--- src/rtl/pc_fetch_ctrl_if.sv ---
// Instruction-memory request/response bundle shared by the fetch sequencer
// (master) and the instruction memory (slave).
interface pc_fetch_ctrl_if #(
    parameter int unsigned XLEN = 64
);
    logic            imem_req_valid;
    logic            imem_req_ready;
    logic [XLEN-1:0] imem_req_addr;
    logic            imem_resp_valid;
    logic [31:0]     imem_resp_inst;

    modport master (
        output imem_req_valid,
        output imem_req_addr,
        input  imem_req_ready,
        input  imem_resp_valid,
        input  imem_resp_inst
    );

    modport slave (
        input  imem_req_valid,
        input  imem_req_addr,
        output imem_req_ready,
        output imem_resp_valid,
        output imem_resp_inst
    );
endinterface

--- src/rtl/pc_fetch_ctrl.sv ---
// Fetch-stage sequencer: owns the PC, issues one IMEM request at a time,
// and hands each fetched instruction to ID through a valid/ready buffer.
// Handles EX redirects, ID stalls and an ebreak halt.
module pc_fetch_ctrl #(
    parameter int unsigned     XLEN     = 64,
    parameter logic [XLEN-1:0] RESET_PC = 64'h0000_0000_8000_0000
) (
    input  logic              clk,
    input  logic              rst,
    pc_fetch_ctrl_if.master   imem,
    input  logic              redirect_valid,
    input  logic [XLEN-1:0]   redirect_pc,
    input  logic              stall,
    input  logic              halt_req,
    input  logic              id_ready,
    output logic              if_valid,
    output logic [XLEN-1:0]   if_pc,
    output logic [31:0]       if_inst,
    output logic              halted
);

    typedef enum logic [2:0] {
        S_REQ,
        S_WAIT,
        S_HOLD,
        S_DRAIN,
        S_HALT
    } state_t;

    state_t          state_q, state_d;
    logic [XLEN-1:0] pc_q, pc_d;
    logic            drop_q, drop_d;
    logic            if_valid_q, if_valid_d;
    logic [XLEN-1:0] if_pc_q, if_pc_d;
    logic [31:0]     if_inst_q, if_inst_d;

    logic            req_fire;
    logic [XLEN-1:0] redirect_aligned;

    // Request is only presented in REQ and never while reset is asserted.
    always_comb begin
        imem.imem_req_valid = (state_q == S_REQ) && !rst;
        imem.imem_req_addr  = pc_q;
        req_fire            = imem.imem_req_valid && imem.imem_req_ready;
        redirect_aligned    = redirect_pc & ~XLEN'(3);
        if_valid            = if_valid_q;
        if_pc               = if_pc_q;
        if_inst             = if_inst_q;
        halted              = (state_q == S_HALT);
    end

    // Next-state logic; redirect outranks halt, which outranks normal flow.
    always_comb begin
        state_d    = state_q;
        pc_d       = pc_q;
        drop_d     = drop_q;
        if_valid_d = if_valid_q;
        if_pc_d    = if_pc_q;
        if_inst_d  = if_inst_q;

        unique case (state_q)
            S_REQ: begin
                if (redirect_valid) begin
                    pc_d       = redirect_aligned;
                    if_valid_d = 1'b0;
                    if (req_fire) begin
                        state_d = S_WAIT;
                        drop_d  = 1'b1;
                    end
                end else if (halt_req) begin
                    if (req_fire) begin
                        state_d = S_DRAIN;
                    end else begin
                        if_valid_d = 1'b0;
                        state_d    = S_HALT;
                    end
                end else if (req_fire) begin
                    state_d = S_WAIT;
                end
            end
            S_WAIT: begin
                if (redirect_valid) begin
                    pc_d       = redirect_aligned;
                    if_valid_d = 1'b0;
                    if (imem.imem_resp_valid) begin
                        state_d = S_REQ;
                        drop_d  = 1'b0;
                    end else begin
                        drop_d = 1'b1;
                    end
                end else if (halt_req) begin
                    if (imem.imem_resp_valid) begin
                        state_d = S_HALT;
                        drop_d  = 1'b0;
                    end else begin
                        state_d = S_DRAIN;
                    end
                end else if (imem.imem_resp_valid) begin
                    if (drop_q) begin
                        drop_d  = 1'b0;
                        state_d = S_REQ;
                    end else begin
                        if_inst_d  = imem.imem_resp_inst;
                        if_pc_d    = pc_q;
                        if_valid_d = 1'b1;
                        pc_d       = pc_q + XLEN'(4);
                        state_d    = S_HOLD;
                    end
                end
            end
            S_HOLD: begin
                if (redirect_valid) begin
                    pc_d       = redirect_aligned;
                    if_valid_d = 1'b0;
                    state_d    = S_REQ;
                end else if (halt_req) begin
                    if_valid_d = 1'b0;
                    state_d    = S_HALT;
                end else if (id_ready && !stall) begin
                    if_valid_d = 1'b0;
                    state_d    = S_REQ;
                end
            end
            S_DRAIN: begin
                if (imem.imem_resp_valid) begin
                    drop_d  = 1'b0;
                    state_d = S_HALT;
                end
            end
            S_HALT: begin
                if_valid_d = 1'b0;
            end
            default: begin
                state_d = S_REQ;
            end
        endcase
    end

    // State and datapath registers with synchronous reset.
    always_ff @(posedge clk) begin
        if (rst) begin
            state_q    <= S_REQ;
            pc_q       <= RESET_PC;
            drop_q     <= 1'b0;
            if_valid_q <= 1'b0;
            if_pc_q    <= '0;
            if_inst_q  <= '0;
        end else begin
            state_q    <= state_d;
            pc_q       <= pc_d;
            drop_q     <= drop_d;
            if_valid_q <= if_valid_d;
            if_pc_q    <= if_pc_d;
            if_inst_q  <= if_inst_d;
        end
    end

endmodule

--- src/flat_wrapper.sv ---
// flat-port wrapper written by rule: the top's interface ports become plain ports
module pc_fetch_ctrl_flat 
#(
    parameter int unsigned     XLEN     = 64,
    parameter logic [XLEN-1:0] RESET_PC = 64'h0000_0000_8000_0000
)
  (clk, rst, redirect_valid, redirect_pc, stall, halt_req, id_ready, if_valid, if_pc, if_inst, halted, imem_imem_req_valid, imem_imem_req_addr, imem_imem_req_ready, imem_imem_resp_valid, imem_imem_resp_inst);
  pc_fetch_ctrl_if #(.XLEN(XLEN)) imem_i ();
  input  logic clk;
  input  logic rst;
  input  logic redirect_valid;
  input  logic [XLEN-1:0] redirect_pc;
  input  logic stall;
  input  logic halt_req;
  input  logic id_ready;
  output logic if_valid;
  output logic [XLEN-1:0] if_pc;
  output logic [31:0] if_inst;
  output logic halted;
  output wire logic [$bits(imem_i.imem_req_valid)-1:0] imem_imem_req_valid;
  output wire logic [$bits(imem_i.imem_req_addr)-1:0] imem_imem_req_addr;
  input wire logic [$bits(imem_i.imem_req_ready)-1:0] imem_imem_req_ready;
  input wire logic [$bits(imem_i.imem_resp_valid)-1:0] imem_imem_resp_valid;
  input wire logic [$bits(imem_i.imem_resp_inst)-1:0] imem_imem_resp_inst;
  assign imem_imem_req_valid = imem_i.imem_req_valid;
  assign imem_imem_req_addr = imem_i.imem_req_addr;
  assign imem_i.imem_req_ready = imem_imem_req_ready;
  assign imem_i.imem_resp_valid = imem_imem_resp_valid;
  assign imem_i.imem_resp_inst = imem_imem_resp_inst;
  pc_fetch_ctrl #(.XLEN(XLEN), .RESET_PC(RESET_PC)) u_core (.clk(clk), .rst(rst), .imem(imem_i), .redirect_valid(redirect_valid), .redirect_pc(redirect_pc), .stall(stall), .halt_req(halt_req), .id_ready(id_ready), .if_valid(if_valid), .if_pc(if_pc), .if_inst(if_inst), .halted(halted));
endmodule
--- config.mk ---
export PLATFORM = sky130hd
export DESIGN_NAME = pc_fetch_ctrl_flat
export DESIGN_NICKNAME = d
export VERILOG_FILES = /design/src/rtl/pc_fetch_ctrl_if.sv /design/src/rtl/pc_fetch_ctrl.sv /design/src/flat_wrapper.sv
export SDC_FILE = /design/constraint.sdc
export NUM_CORES = 1
export LEC_CHECK = 0
export ABC_AREA = 0
export CORE_MARGIN = 2
export CORE_UTILIZATION = 42
export CTS_CLUSTER_DIAMETER = 60
export DETAILED_ROUTE_END_ITERATION = 6
export PLACE_DENSITY = 0.83
export SLEW_MARGIN = 20
export SYNTH_ARGS = -nofsm -noshare
export SYNTH_HDL_FRONTEND = slang
export SYNTH_SLANG_ARGS = --single-unit
--- constraint.sdc ---
create_clock -name clk -period 2.4 [get_ports clk]
set_input_delay 0.36 -clock clk [delete_from_list [all_inputs] [get_ports clk]]
set_output_delay 0.36 -clock clk [all_outputs]
set_load 0.05 [all_outputs]
# After elaboration in Yosys (flattened, before gate mapping)
# Index checks and enable logic that the tools add are counted.
# op_classes
bitwise_logic,4
mux,38
addsub,1
n_eq_ne,16
reduce_logical,15
# ops
cell,count
2-to-1 mux 64 bit,5
case mux 64 bit (2 select lines),1
"adder 64 x 3 -> 64 bit, second input constant",1
2-to-1 mux 3 bit,13
"inequality test 3 bit, second input constant",7
2-to-1 mux 1 bit,15
case mux 3 bit (5 select lines),1
AND reduction 5 bit,3
AND reduction 7 bit,1
"equality test 3 x 2 -> 1 bit, second input constant",2
"inequality test 2 x 1 -> 1 bit, second input constant",2
"inequality test 2 bit, second input constant",2
"inequality test 4 x 3 -> 1 bit, second input constant",1
inverter 1 bit,4
case mux 1 bit (4 select lines),1
nonzero test 4 bit,1
"equality test 3 x 1 -> 1 bit, second input constant",1
"equality test 3 bit, second input constant",1
logical AND 1 bit,3
logical NOT 3 bit,1
case mux 1 bit (3 select lines),1
AND reduction 3 bit,1
nonzero test 3 bit,1
logical NOT 1 bit,2
3 further kinds,3
# word_totals
in_bits,104
word_cells,80
reg_bits,165
out_inout_bits,163

# Depth between registers and ports, before layout
# Gate-level depths: netlist (run 1).
# depth
word_depth,7
mapped_depth,9
depth_no_buf,7

# Worst setup path after synthesis (run 1)
# Ideal clock, no wire load.
# synth_path
kind,register to register
start,register u_core.state_q[2]
end,"register u_core.if_valid_q, in the netlist u_core.if_valid"
setup_slack_ps,-440
t_required_ps,2266
setup_ps,134
n_path_buf,1
arrival_time_ps,2706
stages_incl_launch_ff,7
period_less_slack_ps,2840
path_cell_list,dfxtp_1 clkbuf_1 nor4_1 nand3b_1 a21boi_0 a21oi_1 a211oi_1
# synth_between
elab_chain_len,5
word_cells_on_any_way,15
cone_classes,eq/ne: 9; mux: 1; reduce/logical: 5
# synth_rtl
element,line_no,text
from (decl),pc_fetch_ctrl.sv:30,"state_t state_q, state_d;"
from (signal assigned),pc_fetch_ctrl.sv:149,state_q <= state_d;
logical NOT 3 bit,pc_fetch_ctrl.sv:42,imem.imem_req_valid = (state_q == S_REQ) && !rst;
logical AND 1 bit,pc_fetch_ctrl.sv:42,
named net imem_imem_req_valid,flat_wrapper.sv:20,output wire logic [$bits(imem_i.imem_req_valid)-1:0] imem_imem_req_valid;
logical AND 1 bit,pc_fetch_ctrl.sv:44,req_fire = imem.imem_req_valid && imem.imem_req_ready;
inequality test 3 bit (no source line),--,
AND reduction 7 bit (no source line),--,
to (signal assigned),pc_fetch_ctrl.sv:152,if_valid_q <= if_valid_d;
to (decl),pc_fetch_ctrl.sv:33,"logic if_valid_q, if_valid_d;"
# The timed path passes the listed nets, and every way through them passes these cells.
# A chain may end at the register's enable or synchronous reset.

# Worst setup path in the final report (run 1)
# layout_path
start,"register u_core.pc_q[2], in the netlist u_core.imem.imem_req_addr[2]"
end,"register u_core.pc_q[62], in the netlist u_core.imem.imem_req_addr[62]"
# layout_between
elab_chain_len,6
# layout_rtl
element,line_no,text
from (decl),pc_fetch_ctrl.sv:31,"logic [XLEN-1:0] pc_q, pc_d;"
from (signal assigned),pc_fetch_ctrl.sv:150,pc_q <= pc_d;
adder 64 x 3 -> 64 bit,pc_fetch_ctrl.sv:106,pc_d = pc_q + XLEN'(4);
2-to-1 mux 64 bit,pc_fetch_ctrl.sv:99,if (drop_q) begin
2-to-1 mux 64 bit,pc_fetch_ctrl.sv:98,end else if (imem.imem_resp_valid) begin
2-to-1 mux 64 bit,pc_fetch_ctrl.sv:91,end else if (halt_req) begin
2-to-1 mux 64 bit,pc_fetch_ctrl.sv:82,if (redirect_valid) begin
case mux 64 bit (2 select lines),pc_fetch_ctrl.sv:61,unique case (state_q)
# No other way between the ends. The select of a mux whose other input is x is not followed.

==> results_dict.tcl, run 1 <==
set metrics [dict create \
    cp-start-kind "flop" \
    yosys-top-cells-area "dfxtp_1 (40%), nand2_1 (13%), a21oi_1 (9.0%)" \
    cp.arrival_ns 2.59 \
    first_pass_iters 5 \
    antenna_found_initial 0 \
    synthCells 1090 \
    maxCapViolCount 0 \
    place.detailed.instances 1603 \
    fill_cells 1579 \
    wire_per_inst_um 17.4 \
    clock_path_buffers 2 \
    grt_use_total_pct 27.7 \
    clock-root-buffer "clkbuf_16" \
    ys_ff_latch 161 \
    cts_buffers 17 \
    worstPathRequired_ns 2.70 \
    drive_above_1_share_pct 13.8 \
    gr-usage-met1_pct 34.2 \
    synth_edf_count 0 \
    fp.dieW_um 142 \
    ctsHoldBuffers 0 \
    overflow 0 \
    area_growth_pct 52.5 \
    layout.nets 1495 \
    portBuffers 260 \
    multi_input_area_um2 4470 \
    status "completed" \
    final.period_utilization_pct 95.3 \
    power.total_uw 8080 \
    finalSetupTns_ns 0 \
    clk_pin_slew_ns 0.07 \
    die_area_um2 20100 \
    grt_pass1_vias 8858 \
    die_h_um 142 \
    critPathMaxFanout 4 \
    yosysMostFrequentCell "nand2_1" \
    synth_area_per_cell_um2 7.33 \
    yosysWarnings 0 \
    htreeDepth 4 \
    clock_latency_ns 0.44 \
    finalClockSkew_ns 0.0108 \
    finalHoldWorstSlack_ns 0.244 \
    ios 267 \
    routed_wl_um 28500 \
    core_area_um2 18700 \
    whs_path_depth 2 \
    fmaxAchievable_ghz 0.437 \
    grt_max_degree 68 \
    pre_cts_ws_ns -0.0498 \
    ys_seq_area_share_pct 40.4 \
    hold_path.class "in2reg" \
    path_class "reg2reg" \
    dp.final_hpwl_um 20600 \
    relSlewSlack_pct 52.6 \
    vias 9419 \
    endpoint_kind "flop" \
    ir_drop_mv 0.544 \
    synth_ff_type "dfxtp_1" \
    synthTopCellsByCount "nand2_1 (276), dfxtp_1 (161), a21oi_1 (143), clkbuf_1 (70), nor2_1 (68)" \
    synth_area_um2 7990 \
    drtIter0Drc 733 \
    drc 0 \
    ys_async_sr_fraction_pct 0 \
    antennaDiodeCount 0 \
    synth_top_area_share_pct 40.4 \
    synth_top_area_cell "dfxtp_1" \
    worst_pin_slew_ns 0.711 \
    clock_sinks 161 \
    register_area_um2 3270 \
    grt_pass1_wl_um 44800 \
    p_per_area_nw_per_um2 663 \
    setup_ws_ns 0.112 \
    period_minus_slack_ns 2.29 \
    met2_usage_pct 46.1 \
    final_max_slew_viol_count 0 \
    setup_viol 0 \
    fin_cells 1637 \
    via_per_inst 5.75 \
    top_usage_layer "met2" \
    met3_usage_pct 6.85 \
    ant_nets 0 \
    gp_congestion 0.944 \
    synth_cell_types 66 \
    rows 50 \
    hold_viol 0 \
    cts_tree "built" \
    leakagePower_uw 0.00443 \
    initial_core_util_pct 42.7 \
    reg2reg_depth 8 \
]
[report_power, final]
group	switching [uW]	internal [uW]	total, uW	leakage [uW]
Combinational	1290	809	2100	0.00280
Sequential	170	2840	3010	0.00132
Clock	1240	1730	2960	0.000315
Total	2700	5370	8080	0.00443
[routing by layer]
metal	share of wire, %	wire length [um]
met1	40	11400
met2	48	13600
met3	9.0	2580
met4	3.2	898
met5	0	0
[timing repair]
action                                  CTS  global route
setup buffers                             0             2
gates resized for setup                   2             6
pin swaps                                 1             3
hold endpoints to repair                  0             0
endpoints found under the setup margin    3             8
[cell usage in the layout, fill, tap and decap left out, drive strengths merged, types with 4 or more instances in the layout]
master,synthesis,routed
a21oi,143,143
and4,15,15
nand3,44,44
o22ai,6,6
nor3,18,18
a221oi,4,4
buf,16,109
clkdlybuf4s50,0,257
or4,9,9
a41oi,4,4
conb,1,4
or3,8,8
and2,8,8
a21o,8,8
nand4,27,27
inv,8,16
dfxtp,161,161
nor2,68,68
a211oi,12,12
a22oi,15,15
nor4,19,19
nand2,276,276
nor2b,5,5
o211ai,6,6
o31ai,12,12
and3,25,25
clkbuf,73,20
o21ai,39,39
a31oi,21,21
[worst max-delay path: stages, from the launching register on]
cell and delay [ns]:
dfxtp_4 0.37, ha_4 0.15, nand3_4 0.12, or4_4 0.59, nor4_4 0.30, buf_4 0.17
and3_2 0.22, a311o_1 0.18, a21oi_1 0.06
[per-stage QoR]
stage / util (%) / area (um2)
floorplan: - / 8050
global placement: 61.4 / 11500
global route: 65.1 / 12200
CTS: 64.9 / 12100
detailed placement: 61.4 / 11500
finish: 65.1 / 12200
[cell families (layout without fill, tap and decap cells)]
logic type	Yosys count	count (layout)	share of synthesized area [%]
flip-flops	161	161	40.4
other	1	4	0.0470
AO/OA/AOI/OAI	290	290	21.7
buffers and inverters	98	408	4.95
multiplexers	5	5	0.674
adder cells (fa/ha/maj)	1	1	0.157
AND/OR/NAND/NOR	534	534	32.1
[state kept, by name, summed over array words and instances (netlist names)]
signal / flops
u_core.drop_q: 1
u_core.if_inst: 32
u_core.if_pc: 62
u_core.if_valid: 1
u_core.imem.imem_req_addr: 62
u_core.state_q: 3
[worst paths after layout]
check / from / endpoint / slack (ns)
max reg2reg: u_core.imem.imem_req_addr[2]$_SDFFE_PP0P_ / u_core.imem.imem_req_addr[62]$_SDFFE_PP0P_ / 0.11
min: rst / u_core.if_pc[27]$_SDFFE_PP0P_ / 0.24
max: u_core.imem.imem_req_addr[2]$_SDFFE_PP0P_ / u_core.imem.imem_req_addr[62]$_SDFFE_PP0P_ / 0.11
min reg2reg: u_core.if_inst[17]$_SDFFE_PP0P_ / u_core.if_inst[17]$_SDFFE_PP0P_ / 0.45
[cell type report]
cell class / count / area share, %
inverter: 9 / 0.277
sequential: 161 / 26.8
clock buffer: 20 / 4.02
timing repair buffer: 367 / 28.5
multi-input combinational: 834 / 36.7
tap: 234 / 2.40
clock inverter: 12 / 1.26
(Power assumes the default switching activity.)
==> run 2: changes to the inputs <==
HOLD_SLACK_MARGIN = 0.06   (was unset)
==> results of run 2 <==
No change in the layout: final DEF, timing and power equal those of run 1.
